<file path="config.mk">
export PLATFORM = sky130hd
export DESIGN_NAME = sample_deserializer_flat
export DESIGN_NICKNAME = d
export VERILOG_FILES = /design/src/rtl/sample_deserializer_if.sv /design/src/rtl/sample_deserializer.sv /design/src/flat_wrapper.sv
export SDC_FILE = /design/constraint.sdc
export NUM_CORES = 1
export LEC_CHECK = 0
export CORE_MARGIN = 8
export CORE_UTILIZATION = 59
export DETAILED_ROUTE_END_ITERATION = 10
export PLACE_DENSITY_LB_ADDON = 0.2
export SLEW_MARGIN = 20
export SYNTH_ARGS = -nofsm -noshare
export SYNTH_HDL_FRONTEND = slang
export SYNTH_SLANG_ARGS = --single-unit
</file>
<file path="constraint.sdc">
create_clock -name clk -period 5.5 [get_ports clk]
set_input_delay 1.65 -clock clk [delete_from_list [all_inputs] [get_ports clk]]
set_output_delay 1.65 -clock clk [all_outputs]
set_load 0.05 [all_outputs]
</file>
<file path="src/rtl/sample_deserializer_if.sv">
// rtl/sample_deserializer_if.sv - frame output handshake bundle
interface sample_deserializer_if #(
  parameter int WIDTH = 64
);
  logic [WIDTH-1:0] frame_data;
  logic             frame_valid;
  logic             frame_ready;

  modport master (output frame_data, output frame_valid, input frame_ready);
  modport slave  (input frame_data, input frame_valid, output frame_ready);
endinterface

</file>
<file path="src/rtl/sample_deserializer.sv">
// rtl/sample_deserializer.sv - byte-strobe deserializer assembling MSB-first multi-channel frames
module sample_deserializer #(
  parameter int NUM_CHANNELS   = 4,
  parameter int DATA_WIDTH     = 16,
  parameter int TIMEOUT_CYCLES = 64
) (
  input  logic                   clk,
  input  logic                   rst,
  input  logic                   wr_en_raw,
  input  logic [7:0]             byte_in,
  sample_deserializer_if.master  frame,
  output logic                   overflow,
  output logic                   timeout_err,
  output logic [2:0]             byte_idx
);
  localparam int W      = NUM_CHANNELS * DATA_WIDTH;
  localparam int NBYTES = W / 8;
  localparam int CW     = $clog2(TIMEOUT_CYCLES + 1);
  localparam logic [2:0]    LAST_IDX = 3'(NBYTES - 1);
  localparam logic [CW-1:0] TO_LAST  = CW'(TIMEOUT_CYCLES - 1);
  localparam logic [CW-1:0] CNT_ONE  = CW'(1);

  typedef enum logic {IDLE, ASSEMBLING} state_t;

  state_t        state;
  logic          wr_s1, wr_s2, wr_prev, armed;
  logic [1:0]    fill;
  logic [7:0]    byte_s1, byte_s2;
  logic [W-1:0]  asm_q, hold_q;
  logic          valid_q;
  logic [CW-1:0] idle_cnt;

  logic          capture, last, consume;
  logic [W-1:0]  shifted, completed;

  // Edge detection is only armed once a genuine low level has passed the
  // synchroniser, so a strobe held high across reset is ignored.
  assign capture   = armed & wr_s2 & ~wr_prev;
  assign last      = (byte_idx == LAST_IDX);
  assign consume   = valid_q & frame.frame_ready;
  assign shifted   = {{(W-8){1'b0}}, byte_s2} << (8 * (NBYTES - 1 - int'(byte_idx)));
  assign completed = asm_q | {{(W-8){1'b0}}, byte_s2};

  assign frame.frame_data  = hold_q;
  assign frame.frame_valid = valid_q;

  always_ff @(posedge clk) begin
    if (rst) begin
      state       <= IDLE;
      wr_s1       <= 1'b0;
      wr_s2       <= 1'b0;
      wr_prev     <= 1'b0;
      armed       <= 1'b0;
      fill        <= 2'b00;
      byte_s1     <= 8'h00;
      byte_s2     <= 8'h00;
      asm_q       <= '0;
      hold_q      <= '0;
      valid_q     <= 1'b0;
      idle_cnt    <= '0;
      byte_idx    <= 3'd0;
      overflow    <= 1'b0;
      timeout_err <= 1'b0;
    end else begin
      wr_s1       <= wr_en_raw;
      wr_s2       <= wr_s1;
      wr_prev     <= wr_s2;
      fill        <= {fill[0], 1'b1};
      byte_s1     <= byte_in;
      byte_s2     <= byte_s1;
      timeout_err <= 1'b0;
      if (fill[1] && !wr_s2) armed <= 1'b1;
      if (consume) valid_q <= 1'b0;

      if (capture) begin
        idle_cnt <= '0;
        if (last) begin
          byte_idx <= 3'd0;
          asm_q    <= '0;
          state    <= IDLE;
          if (!valid_q || frame.frame_ready) begin
            hold_q  <= completed;
            valid_q <= 1'b1;
          end else begin
            overflow <= 1'b1;
          end
        end else begin
          byte_idx <= byte_idx + 3'd1;
          asm_q    <= asm_q | shifted;
          state    <= ASSEMBLING;
        end
      end else if (state == ASSEMBLING) begin
        if (idle_cnt == TO_LAST) begin
          timeout_err <= 1'b1;
          byte_idx    <= 3'd0;
          asm_q       <= '0;
          idle_cnt    <= '0;
          state       <= IDLE;
        end else begin
          idle_cnt <= idle_cnt + CNT_ONE;
        end
      end else begin
        idle_cnt <= '0;
      end
    end
  end
endmodule

</file>
<file path="src/flat_wrapper.sv">
// flat-port wrapper written by rule: the top's interface ports become plain ports
module sample_deserializer_flat 
#(
  parameter int NUM_CHANNELS   = 4,
  parameter int DATA_WIDTH     = 16,
  parameter int TIMEOUT_CYCLES = 64
)
  (clk, rst, wr_en_raw, byte_in, overflow, timeout_err, byte_idx, frame_frame_data, frame_frame_valid, frame_frame_ready);
  sample_deserializer_if #(.WIDTH(64)) frame_i ();
  input  logic clk;
  input  logic rst;
  input  logic wr_en_raw;
  input  logic [7:0] byte_in;
  output logic overflow;
  output logic timeout_err;
  output logic [2:0] byte_idx;
  output wire logic [$bits(frame_i.frame_data)-1:0] frame_frame_data;
  output wire logic [$bits(frame_i.frame_valid)-1:0] frame_frame_valid;
  input wire logic [$bits(frame_i.frame_ready)-1:0] frame_frame_ready;
  assign frame_frame_data = frame_i.frame_data;
  assign frame_frame_valid = frame_i.frame_valid;
  assign frame_i.frame_ready = frame_frame_ready;
  sample_deserializer #(.NUM_CHANNELS(NUM_CHANNELS), .DATA_WIDTH(DATA_WIDTH), .TIMEOUT_CYCLES(TIMEOUT_CYCLES)) u_core (.clk(clk), .rst(rst), .wr_en_raw(wr_en_raw), .byte_in(byte_in), .frame(frame_i), .overflow(overflow), .timeout_err(timeout_err), .byte_idx(byte_idx));
endmodule
</file>
==> results of run 1 <==
cells in the final DEF, fill, tap and decap left out, types with 6 or more instances in the layout:
cell,instances
buf_4,6
mux2_2,51
a32oi_1,8
a211oi_1,10
clkdlybuf4s50_1,80
a31oi_1,64
nor2b_1,130
nor3_1,63
nor2_1,15
dfxtp_1,164
clkbuf_16,16
per-layer routing:
layer | up-vias | global-route usage, % | part of all wire [%]
met5 | - | 0 | 0
met1 | 2315 | 25.5 | 43
met2 | 161 | 32.7 | 49
li1 | 2292 | - | -
met3 | 17 | 5.17 | 5.9
met4 | 0 | 7.03 | 1.4
flip-flops by register name, indices dropped and copies added, names as in the netlist, 2 cells and up:
| name | count |
|---|---|
| u_core.byte_idx | 3 |
| u_core.frame.frame_data | 64 |
| u_core.fill | 2 |
| u_core.asm_q | 64 |
| u_core.byte_s2 | 8 |
| u_core.byte_s1 | 8 |
| u_core.idle_cnt | 7 |
where the power goes:
part / internal, mW / switching, mW / leakage [nW]
registers: 1.20 / 0.0126 / 1.33
clock network: 0.659 / 0.502 / 0.286
logic: 0.0151 / 0.0283 / 1.30
total: 1.87 / 0.543 / 2.91
stage by stage:
stage | total power [mW] | area, um^2 | hold WS (ns) | std cells | setup slack [ns]
5_1_grt | 2.49 | 7690 | 0.446 | 819 | 1.83
4_1_cts | 2.43 | 7690 | 0.442 | 819 | 1.89
2_1_floorplan | 1.26 | 6370 | 0.414 | 623 | 2.74
3_5_place_dp | 1.28 | 7110 | 0.428 | 787 | 1.55
3_3_place_gp | 1.28 | 7110 | 0.419 | 787 | 1.64
6_report | 2.41 | 7690 | 0.441 | 819 | 1.90
kinds of logic (layout without fill, tap and decap cells):
kind of cell | Yosys count | in the layout | share of synthesized area [%]
adders and majority gates | 3 | 3 | 0.590
AOI/OAI and AO/OA | 92 | 92 | 9.53
and+or+nand+nor | 241 | 241 | 23.1
DFF | 164 | 164 | 51.6
buffers and inverters | 64 | 120 | 4.95
muxes | 56 | 56 | 9.88
xor gates and xnor gates | 3 | 3 | 0.413
worst register-to-register path, delay by kind of cell, from the launching register on:
| kind | cells | cell delay (ns) |
|---|---|---|
| mux | 1 | 0.58 |
| flops | 1 | 0.53 |
| simple gates | 2 | 1.13 |
| fa+ha+maj | 1 | 0.24 |
final timing paths:
| kind | end | slack [ns] | cells past startpoint |
|---|---|---|---|
| max | byte_idx[1] | 1.90 | 1 |
| min | u_core.fill[1] | 0.44 | 1 |
| max reg2reg | u_core.frame.frame_data[22] | 2.90 | 4 |
| min reg2reg | u_core.fill[1] | 0.44 | 1 |
area by class of cell:
type	instances	area share [%]
multi-input combinational	395	36.3
inverter	2	0.0976
timing repair buffer	86	11.0
sequential	164	42.7
tap	140	2.28
clock inverter	15	2.23
clock buffer	17	5.38
==> results.cfg, run 1 <==
[floorplanning]
num_rows = 38
ios = 82
fp.dieW_um = 120
die_h_um = 120
fp.dieArea_um2 = 14400
initial_utilization_pct = 59.5
core-area_um2 = 10700

[cells_and_area]
fin_nets = 681
drive_above_1_share_pct = 14.9
regArea_um2 = 3280
n_antenna_cell = 0
multi_input_area_um2 = 2790
area_delta_synth_final_pct = 20.8
fillers = 793
fin_util_pct = 71.9

[sta]
report.final.hold_viol_count = 0
fin_crit_sh_pct = 65.4
max_clock_freq_mhz = 278
finalCriticalPeriod_ns = 3.60
max_slew_margin_pct = 37.0
slew_viol_final = 0
fin_tns_setup_ns = 0
skew_ns = 0.0102
worst_pin_slew_ns = 0.941
finalSetupViolations = 0
rsz0062_at_grt = no

[global_routing]
antenna_found_initial = 0
overflow = 0
grt_pass1_wl_mm = 23.7
grt_pass1_vias = 4632
gr-usage-all-layers_pct = 20.1
grt_max_degree = 92

[cts]
clock-root-buffer = clkbuf_8
ctsResizeCount = 0
post_cts_buffers = 0
cts.path.max_buffers = 2
path_clk_slew_ns = 0.07
htree_levels = 4
cts_tree = yes
cts_buffers = 17
cts.sinks = 164
ctsHoldBuffers = 0
clkLatencyLatePin_ns = 0.53

[min_path]
min-delay-path-class = flip-flop to flip-flop
hp-start = u_core.fill[0]

[placed_design]
place_congestion = 0.765
io_buffers = 81
place_hpwl_mm = 8.66

[synth]
yosysSeqAreaShare_pct = 51.6
yosysTopAreaCell = dfxtp_1
synth_area_leaders = dfxtp_1 (52%), nor2b_1 (13%), mux2_2 (9.0%)
synth_nets = 638
synthFlopType = dfxtp_1
ys_ff_latch = 164
synthCells = 623
ys_warn_count = 0
syn_area_um2 = 6370
synth_cell_type_count = 41
synth_top_area_share_pct = 51.6
synth_most_common_cell = dfxtp_1
synth_edf_count = 0
avgSynthCellArea_um2 = 10.2
synth-async-reset-ratio_pct = 0
synth.cells.most_frequent = dfxtp_1 (164), nor2b_1 (130), a31oi_1 (64)

[route]
drt_iter0_drc = 331
vias_per_cell = 5.84
dr.pass1.iters = 5
drtAntennaViolNets = 0
wl_per_cell_um = 17.6
drc = 0
drt-total-wl_mm = 14.4
vias = 4785

[setup_path]
slowest_stage = clkdlybuf4s50_1
critPathKind = flip-flop to primary output
required_ns = 3.85
start_kind = flip-flop
worstSetupEndpointType = primary output
crit_arrival_ns = 1.95
path_max_fanout = 7
cpLargestDelayFamily = buffers and inverters
cp-startpoint = u_core.byte_idx[1]
reg2reg_from = u_core.byte_idx[1]
worstPathCellList = clkdlybuf4s50_1
worst-path-buf-inv = 1
max_stage_delay_ns = 0.89

[pwr]
ir_drop_mv = 0.237
powerDensity_nw_per_um2 = 314
p_leak_nw = 2.91

[run_status]
status = complete, no violations

[job]
maxCapViolCount = 0
No activity file was read; power rests on OpenSTA's default activity.
==> run 2: changes to the inputs <==
Settings changed: CORE_UTILIZATION 59 to 55.
Clock period 5.5 ns to 3.4 ns, I/O delays scaled along.
==> results.cfg, run 2 (synthesis results as in run 1) <==
[run_status]
status = complete, no violations

[setup_path]
reg2reg_from = u_core.byte_idx[1]
r2r_cells = 5
cp-startpoint = u_core.byte_idx[1]
start_kind = flip-flop
cpLargestDelayFamily = buffers and inverters
path_max_fanout = 7
worstPathCellList = clkdlybuf4s50_1
timing.rr.end = u_core.asm_q[24]
worstSetupEndpointType = primary output
required_ns = 2.38
critPathKind = flip-flop to primary output
slowest_stage = clkdlybuf4s50_1
worst-path-buf-inv = 1
r2r_setup_slack_ns = 1.16
crit_arrival_ns = 1.80
max_stage_delay_ns = 0.87
crit_path_end = byte_idx[1]
cp.depth = 1

[sta]
finalCriticalPeriod_ns = 2.82
skew_ns = 0.00590
max_clock_freq_mhz = 355
max_slew_margin_pct = 38.5
worst_pin_slew_ns = 0.919
fin_tns_setup_ns = 0
rsz0062_at_grt = no
fin_crit_sh_pct = 82.8
report.final.hold_viol_count = 0
finalSetupViolations = 0
slew_viol_final = 0
postLayoutSetupSlackWorst_ns = 0.584

[global_routing]
grt_max_degree = 102
gr-usage-all-layers_pct = 18.5
overflow = 0
antenna_found_initial = 0
grt_pass1_wl_mm = 22.0
grt_pass1_vias = 4387

[cells_and_area]
drive_above_1_share_pct = 14.3
final_common_cell = dfxtp_1
regArea_um2 = 3280
multi_input_area_um2 = 2790
fin_nets = 682
fillers = 883
final_cell_mix = dfxtp_1 (164), nor2b_1 (130), clkdlybuf4s50_1 (80), a31oi_1 (64), nor3_1 (63)
n_antenna_cell = 0
area_delta_synth_final_pct = 21.2

[floorplanning]
fp.dieArea_um2 = 15300
die_h_um = 124
initial_utilization_pct = 56.0
ios = 82
fp.dieW_um = 124
core-area_um2 = 11400
num_rows = 39

[pwr]
seqPwrFrac_pct = 51.0
p_int_mw = 3.07
p_sw_mw = 0.759
powerDensity_nw_per_um2 = 497
p_sw_share_pct = 19.8
ir_drop_mv = 0.360
clockPowerShare_pct = 47.1
p_leak_nw = 2.93
pwr-share-comb_pct = 1.9

[placed_design]
place_hpwl_mm = 8.42
dp_slack_ns = 0.633
io_buffers = 81
place_congestion = 0.776

[cts]
ctsHoldBuffers = 0
ctsResizeCount = 0
path_clk_slew_ns = 0.06
post_cts_buffers = 0
clkLatencyLatePin_ns = 0.42
cts.path.max_buffers = 2
cts_tree = yes
cts.sinks = 164
clock-root-buffer = clkbuf_16
cts_buffers = 17
htree_levels = 4

[route]
drt_iter0_drc = 372
drtAntennaViolNets = 0
vias = 4604
drc = 0
vias_per_cell = 5.61
drt-total-wl_mm = 13.9
wl_per_cell_um = 16.9
dr.pass1.iters = 4

[job]
maxCapViolCount = 0

[min_path]
min-delay-path-class = flip-flop to flip-flop
run 2: cell types whose count changed in the layout (fill, tap and decap cells not counted), sizes merged:
cell	delta
bufinv	-1
clkbuf	+9
clkinv	-3
clkinvlp	-1
inv	-6
buf	+1
run 2: final cells by class:
class                           count  area share (%)
Tap cell                          143            2.32
Timing Repair Buffer               87            11.5
Clock inverter                      4           0.584
Clock buffer                       26            6.73
Sequential cell                   164            42.5
Multi-Input combinational cell    395            36.2
Inverter                            2          0.0973
run 2: power groups by stage:
stage / clock [mW] / combinational [mW] / sequential [mW]
finish: 1.81 / 0.0723 / 1.96
global route: 1.92 / 0.0777 / 1.96
CTS: 1.85 / 0.0722 / 1.96
detailed placement: 0 / 0.0718 / 2.00
global placement: 0 / 0.0704 / 2.00
floorplan: 0 / 0.0537 / 1.98
run 2: how the worst min path moves through the flow:
stage / cells after the start / start / endpoint
after floorplan: 1 / u_core.byte_s1[0] / u_core.byte_s2[0]
after global placement: 1 / u_core.fill[0] / u_core.fill[1]
after detailed placement: 1 / u_core.byte_s1[6] / u_core.byte_s2[6]
after CTS: 1 / u_core.byte_s1[6] / u_core.byte_s2[6]
after global routing: 1 / u_core.byte_s1[2] / u_core.byte_s2[2]
final: 1 / u_core.byte_s1[6] / u_core.byte_s2[6]
run 2: through the flow:
step	hold slack [ns]	util [%]	instances	cell area [um^2]	power [mW]
6_report	0.436	67.9	821	7720	3.83
5_1_grt	0.454	67.9	821	7720	3.96
4_1_cts	0.438	67.9	821	7720	3.87
3_5_place_dp	0.425	62.9	791	7150	2.07
3_3_place_gp	0.422	62.9	791	7150	2.07
2_1_floorplan	0.414	-	623	6370	2.04
run 2: routing by layer:
metal | share of wire, % | track usage (%) | wire length, um | vias to the layer above
met5 | 0 | 0 | 0 | -
met4 | 0.71 | 7.15 | 99 | 0
met3 | 8.3 | 6.21 | 1150 | 9
met2 | 46 | 29.2 | 6440 | 142
met1 | 45 | 23.0 | 6200 | 2178
li1 | - | - | - | 2275
